--- config.mk ---
export PLATFORM = sky130hd
export DESIGN_NAME = cplx_result_reader
export DESIGN_NICKNAME = d
export VERILOG_FILES = /design/src/rtl/cplx_result_reader.sv
export SDC_FILE = /design/constraint.sdc
export NUM_CORES = 1
export LEC_CHECK = 0
export BUFFER_PORTS_ARGS = -buffer_cell sky130_fd_sc_hd__buf_2
export CORE_AREA = 2 2 154 156
export CTS_CLUSTER_DIAMETER = 100
export CTS_CLUSTER_SIZE = 16
export DETAILED_ROUTE_END_ITERATION = 10
export DIE_AREA = 0 0 156 158
export GPL_ROUTABILITY_DRIVEN = 0
export SLEW_MARGIN = 10
export SYNTH_ARGS = -nofsm -noshare
export SYNTH_HDL_FRONTEND = slang
export SYNTH_SLANG_ARGS = --single-unit
export TNS_END_PERCENT = 20
--- constraint.sdc ---
create_clock -name clock -period 8.37 [get_ports clock]
set_input_delay 0.4185 -clock clock [delete_from_list [all_inputs] [get_ports clock]]
set_output_delay 0.4185 -clock clock [all_outputs]
set_load 0.05 [all_outputs]
--- src/rtl/cplx_result_reader.sv ---
// cplx_result_reader: buffers packed {real, imag} results in a FIFO and streams each
// as two 32-bit beats, real first, over a valid/ready interface.
module cplx_result_reader #(
    parameter int DEPTH = 4,
    parameter int CNT_W = 3
) (
    input  logic             clock,
    input  logic             reset,
    input  logic             in_done,
    input  logic [63:0]      in_data,
    output logic             in_ready,
    output logic             out_valid,
    input  logic             out_ready,
    output logic [31:0]      out_data,
    output logic             out_is_im,
    output logic [CNT_W-1:0] count,
    output logic             overflow
);
    localparam int PW = $clog2(DEPTH);

    typedef enum logic [1:0] {IDLE, SEND_RE, SEND_IM} state_t;

    state_t           r_state, w_next;
    logic [63:0]      r_mem [DEPTH];
    logic [PW-1:0]    r_wr_ptr, r_rd_ptr;
    logic [CNT_W-1:0] r_count, w_count_next;
    logic             r_overflow;
    logic             w_push, w_pop;
    logic [63:0]      w_head;

    assign in_ready     = r_count != CNT_W'(DEPTH);
    assign w_push       = in_done && in_ready;
    assign w_pop        = (r_state == SEND_IM) && out_ready;
    assign w_count_next = r_count + CNT_W'(w_push) - CNT_W'(w_pop);
    assign w_head       = r_mem[r_rd_ptr];
    assign count        = r_count;
    assign overflow     = r_overflow;

    always_ff @(posedge clock)
        if (w_push) r_mem[r_wr_ptr] <= in_data;

    always_ff @(posedge clock) begin
        if (reset) begin
            r_state    <= IDLE;
            r_wr_ptr   <= '0;
            r_rd_ptr   <= '0;
            r_count    <= '0;
            r_overflow <= 1'b0;
        end else begin
            r_state <= w_next;
            r_count <= w_count_next;
            if (w_push) r_wr_ptr <= r_wr_ptr + PW'(1);
            if (w_pop) r_rd_ptr <= r_rd_ptr + PW'(1);
            if (in_done && !in_ready) r_overflow <= 1'b1;
        end
    end

    // Moving to SEND_RE straight from SEND_IM keeps back-to-back entries bubble-free.
    always_comb begin
        w_next    = r_state;
        out_valid = 1'b0;
        out_is_im = 1'b0;
        out_data  = '0;
        case (r_state)
            IDLE: if (r_count != '0) w_next = SEND_RE;
            SEND_RE: begin
                out_valid = 1'b1;
                out_data  = w_head[63:32];
                if (out_ready) w_next = SEND_IM;
            end
            SEND_IM: begin
                out_valid = 1'b1;
                out_is_im = 1'b1;
                out_data  = w_head[31:0];
                if (out_ready) w_next = (w_count_next != '0) ? SEND_RE : IDLE;
            end
            default: w_next = IDLE;
        endcase
    end
endmodule

Yosys cells after proc, flatten, opt, wreduce, memory -nomap -nowiden

Memory sizes are Yosys's and may differ from the RTL's. A register that Yosys moved wholly into a read port is not among the register bits.
Cells that the tools add are included.

Register bits after elaboration: 10
Bits in writable memories: 256
Input port bits: 68
Output and inout port bits: 39
Logic and storage cells: 37
Memories kept: 1

Add/subtract/negate cells: 4
Eq/ne operators: 6
Multiplexer cells: 12
Reduce and logical (&&, ||, !) cells: 9

Memory list:

| name  | depth | bits a word | read ports | clocked after Yosys merged registers in | wr ports | line | source |
|---|---|---|---|---|---|---|---|
| r_mem | 4     | 64          | 1          | 1                                       | 1        | 24   | `logic [63:0] r_mem [DEPTH];` |

Operator list:

| kind                                                            | count |
|---|---|
| 32-bit one-hot mux with 2 select lines                          | 1 |
| 2-bit 2-to-1 mux                                                | 5 |
| 2-bit inequality test, second input constant                    | 3 |
| 2-bit one-hot mux with 3 select lines                           | 1 |
| 3-bit nonzero test                                              | 2 |
| 1-bit 2-to-1 mux                                                | 5 |
| 2-bit by 1-bit adder with 2-bit output, second input constant   | 2 |
| 3-bit by 1-bit adder with 3-bit output                          | 1 |
| 1-bit logical AND                                               | 3 |
| 3-bit inequality test, second input constant                    | 1 |
| 3-bit AND reduction                                             | 1 |
| 3-bit by 1-bit subtractor with 3-bit output                     | 1 |
| 2-bit by 1-bit == test with 1-bit output, second input constant | 1 |
| 2-bit == test, second input constant                            | 1 |
| 2-bit zero test                                                 | 1 |
| 2-bit OR reduction                                              | 1 |
| 1-bit zero test                                                 | 1 |

Depth between registers and ports, before layout

Word-level depth: 8
Depth in mapped cells: 10
Mapped depth without buffers: 10

Worst setup path before layout

OpenSTA, ideal clock, no wires.

Kind: register -> register
Start: register r_count[1] (netlist: count[1])
End: memory r_mem[0][0] (enable)
Library setup time: 0.429 ns
Arrival time: 2.801 ns
Data required time: 7.941 ns
Path slack: 5.139 ns
Cell stages (with the launch flop): 4
Path buffers: 1
Clock period less this slack: 3.231 ns
Path through: dfxtp_1 > or3b_1 > buf_2 > and3_1

Cells in the longest elaborated chain, start to end: 4

Ends and longest elaborated chain:

| what                                   | line | source |
|---|---|---|
| start: declaration                     | 26   | `logic [CNT_W-1:0] r_count, w_count_next;` |
| start signal: assignment               | 51   | `r_count <= w_count_next;` |
| 3-bit inequality test                  | 31   | `assign in_ready = r_count != CNT_W'(DEPTH);` |
| named net in_ready                     | 11   | `output logic in_ready,` |
| 1-bit logical AND                      | 32   | `assign w_push = in_done && in_ready;` |
| 1-bit 2-to-1 mux                       | 40   | `if (w_push) r_mem[r_wr_ptr] <= in_data;` |
| 1-bit 2-to-1 mux (implied by the code) | 40   |  |
| end: declaration                       | 24   |  |

The timed path passes the listed nets, and every way through them passes these cells.

==> impl_metrics.json <==
{
  "skew_ns": 0.009621,
  "clk_pin_slew_ns": 0.07,
  "synth_warnings": 0,
  "total_power_uw": 3369,
  "clock_latency_ns": 0.49,
  "synth-compound-area-share_pct": 3.552,
  "cts_tree": "yes",
  "hold_path.class": "in -> reg",
  "rows": 56,
  "synthCells": 448,
  "ir_drop_mv": 0.1583,
  "first_iter_violations": 332,
  "dp_slack_ns": 5.412,
  "drc": 0,
  "status": "finished, final reports clean",
  "fin_crit_ns": 3.382,
  "critPathCaptureType": "output port",
  "avgRoutedWirePerCell_um": 21.85,
  "syn_nets": 528,
  "clockRootBuffer": "clkbuf_16",
  "clock-sinks": 268,
  "synth_adder_area_share_pct": 1.517,
  "dp_hpwl_mm": 10.19,
  "grt_max_degree": 65,
  "grt_usage_pct": 15.67,
  "max_freq_ghz": 0.2957,
  "tightest_slew_ns": 1.102,
  "ys_ff_latch": 268,
  "synthArstFlopShare_pct": 0,
  "post_cts_resized": 0,
  "yosys.area.top_type": "edfxtp_1",
  "portBuffers": 106,
  "synth_top_area_share_pct": 73.97,
  "hold_ws_ns": 0.1328,
  "ctsHoldBuffers": 0,
  "synth_common_cells": "edfxtp_1, mux4_2, a22o_1",
  "cp.arrival_ns": 2.96,
  "clock_path_buffers": 3,
  "period_share_pct": 40.40,
  "crit_type": "reg -> out",
  "synth.distinct_cells": 35,
  "grt_pass1_wl_mm": 29.12,
  "final_nets": 633,
  "core_area_um2": 23050,
  "postLayoutSetupSlackWorst_ns": 4.988,
  "synth_edf_count": 256,
  "startpoint_type": "register",
  "worstPathMaxFanout": 58,
  "reg2reg_slack_ns": 5.66,
  "via_per_inst": 5.515,
  "p_leak_uw": 0.003954,
  "synth_top_family_by_area": "multiplexers",
  "syn_area_per_cell_um2": 23.20,
  "antenna_left": 0,
  "synth_area_um2": 10390,
  "cap_violations": 0,
  "die_area_um2": 24650,
  "yosysMostFrequentCell": "edfxtp_1",
  "ys_seq_area_share_pct": 76.28,
  "die_w_um": 156,
  "synth_xor_area_share_pct": 0.3853,
  "dp.cells": 821,
  "die_h_um": 158,
  "setup_viol": 0,
  "setup_tns_ns": 0,
  "syn2layout_area_growth_pct": 13.11,
  "p_per_area_nw_per_um2": 286.6,
  "start_util_pct": 45.08,
  "hold_violations": 0,
  "critical_path_required_ns": 7.95,
  "cts_buffers": 20,
  "ios": 107,
  "grt_overflow": 0,
  "relSlewSlack_pct": 26.53,
  "synth_ff_type": "edfxtp_1",
  "slew_viol_final": 0,
  "grt_pass1_vias": 5043,
  "muxShareOfSynthArea_pct": 14.88,
  "drt_pre_antenna_iters": 4,
  "post_cts_buffers": 0,
  "synthSimpleGateAreaFrac_pct": 1.312,
  "h-tree-depth": 1,
  "antenna_found_initial": 6,
  "final_cells": 860,
  "rsz0062_at_grt": "false",
  "drt-total-wl_mm": 18.79,
  "yosys-top-cells-area": "edfxtp_1, mux4_2, mux4_1, a22o_1, dfxtp_1",
  "vias": 4743,
  "layout-drive-gt1-share_pct": 31.04
}
-- sequential cells by signal, indices dropped and copies added, names as in the netlist, named ones only --
name,count
r_rd_ptr,2
r_mem,256
count,3
r_wr_ptr,2
r_state,2
overflow,1
-- path summary, 6_finish.rpt --
kind                            from                       to  cells after the start
max                         register             out_data[10]                      4
min                       in_data[8]    r_mem[2][8]$_DFFE_PP_                      1
max reg2reg  r_state[0]$_SDFFE_PP0P_  r_state[0]$_SDFFE_PP0P_                     10
min reg2reg    overflow$_SDFFE_PP0P_    overflow$_SDFFE_PP0P_                      2
-- cell families after synthesis --
kind of cell	Yosys count
DFF	268
and+or+nand+nor	24
adders and majority gates	12
muxes	64
xor gates and xnor gates	3
AOI/OAI and AO/OA	45
buffers and inverters	32
-- worst max-delay path: stages (launching register included) --
cell and delay [ns]:
dfxtp_4 0.42, buf_4 0.84, mux4_1 0.69, a22o_1 0.24, buf_2 0.21
-- per-layer routing --
layer / routed length (um) / up-vias / track usage [%]
met5: 39 / - / 0
met3: 978 / 36 / 3.148
met4: 389 / 6 / 4.587
met1: 8116 / 2456 / 21.35
li1: - / 2132 / -
met2: 9265 / 113 / 25.94
-- power by group --
| group | internal [uW] | leakage (uW) | switching, uW |
|---|---|---|---|
| Sequential | 1590 | 0.00245 | 34.7 |
| Combinational | 259 | 0.00122 | 566 |
| Clock | 500 | 0.000289 | 417 |
| Total | 2350 | 0.00395 | 1020 |
-- stage by stage --
| step | util, % | cell area, um^2 |
|---|---|---|
| 6_report | 50.99 | 11760 |
| 5_1_grt | 50.98 | 11750 |
| 4_1_cts | 50.96 | 11750 |
| 3_5_place_dp | 48.32 | 11140 |
| 3_3_place_gp | 48.32 | 11140 |
| 2_1_floorplan | - | 10390 |
-- final cells by class --
cell class | count | area [um^2]
Fill cell | 1831 | 11300
Sequential cell | 268 | 7933
Multi-Input combinational cell | 148 | 2272
Clock buffer | 35 | 578.1
Timing Repair Buffer | 108 | 545.5
Tap cell | 290 | 362.8
Clock inverter | 1 | 30.03
Inverter | 7 | 26.28
Antenna cell | 3 | 7.507
-- cells in the final DEF, fill, tap and decap left out, types with 7 or more instances in the layout --
| cell | n |
|---|---|
| clkbuf_1 | 14 |
| a22o_1 | 32 |
| ha_1 | 11 |
| inv_1 | 7 |
| buf_2 | 106 |
| mux4_1 | 28 |
| clkbuf_16 | 21 |
| edfxtp_1 | 256 |
| dfxtp_1 | 10 |
| mux4_2 | 36 |
Note: power is estimated with default switching activity, not from simulation.
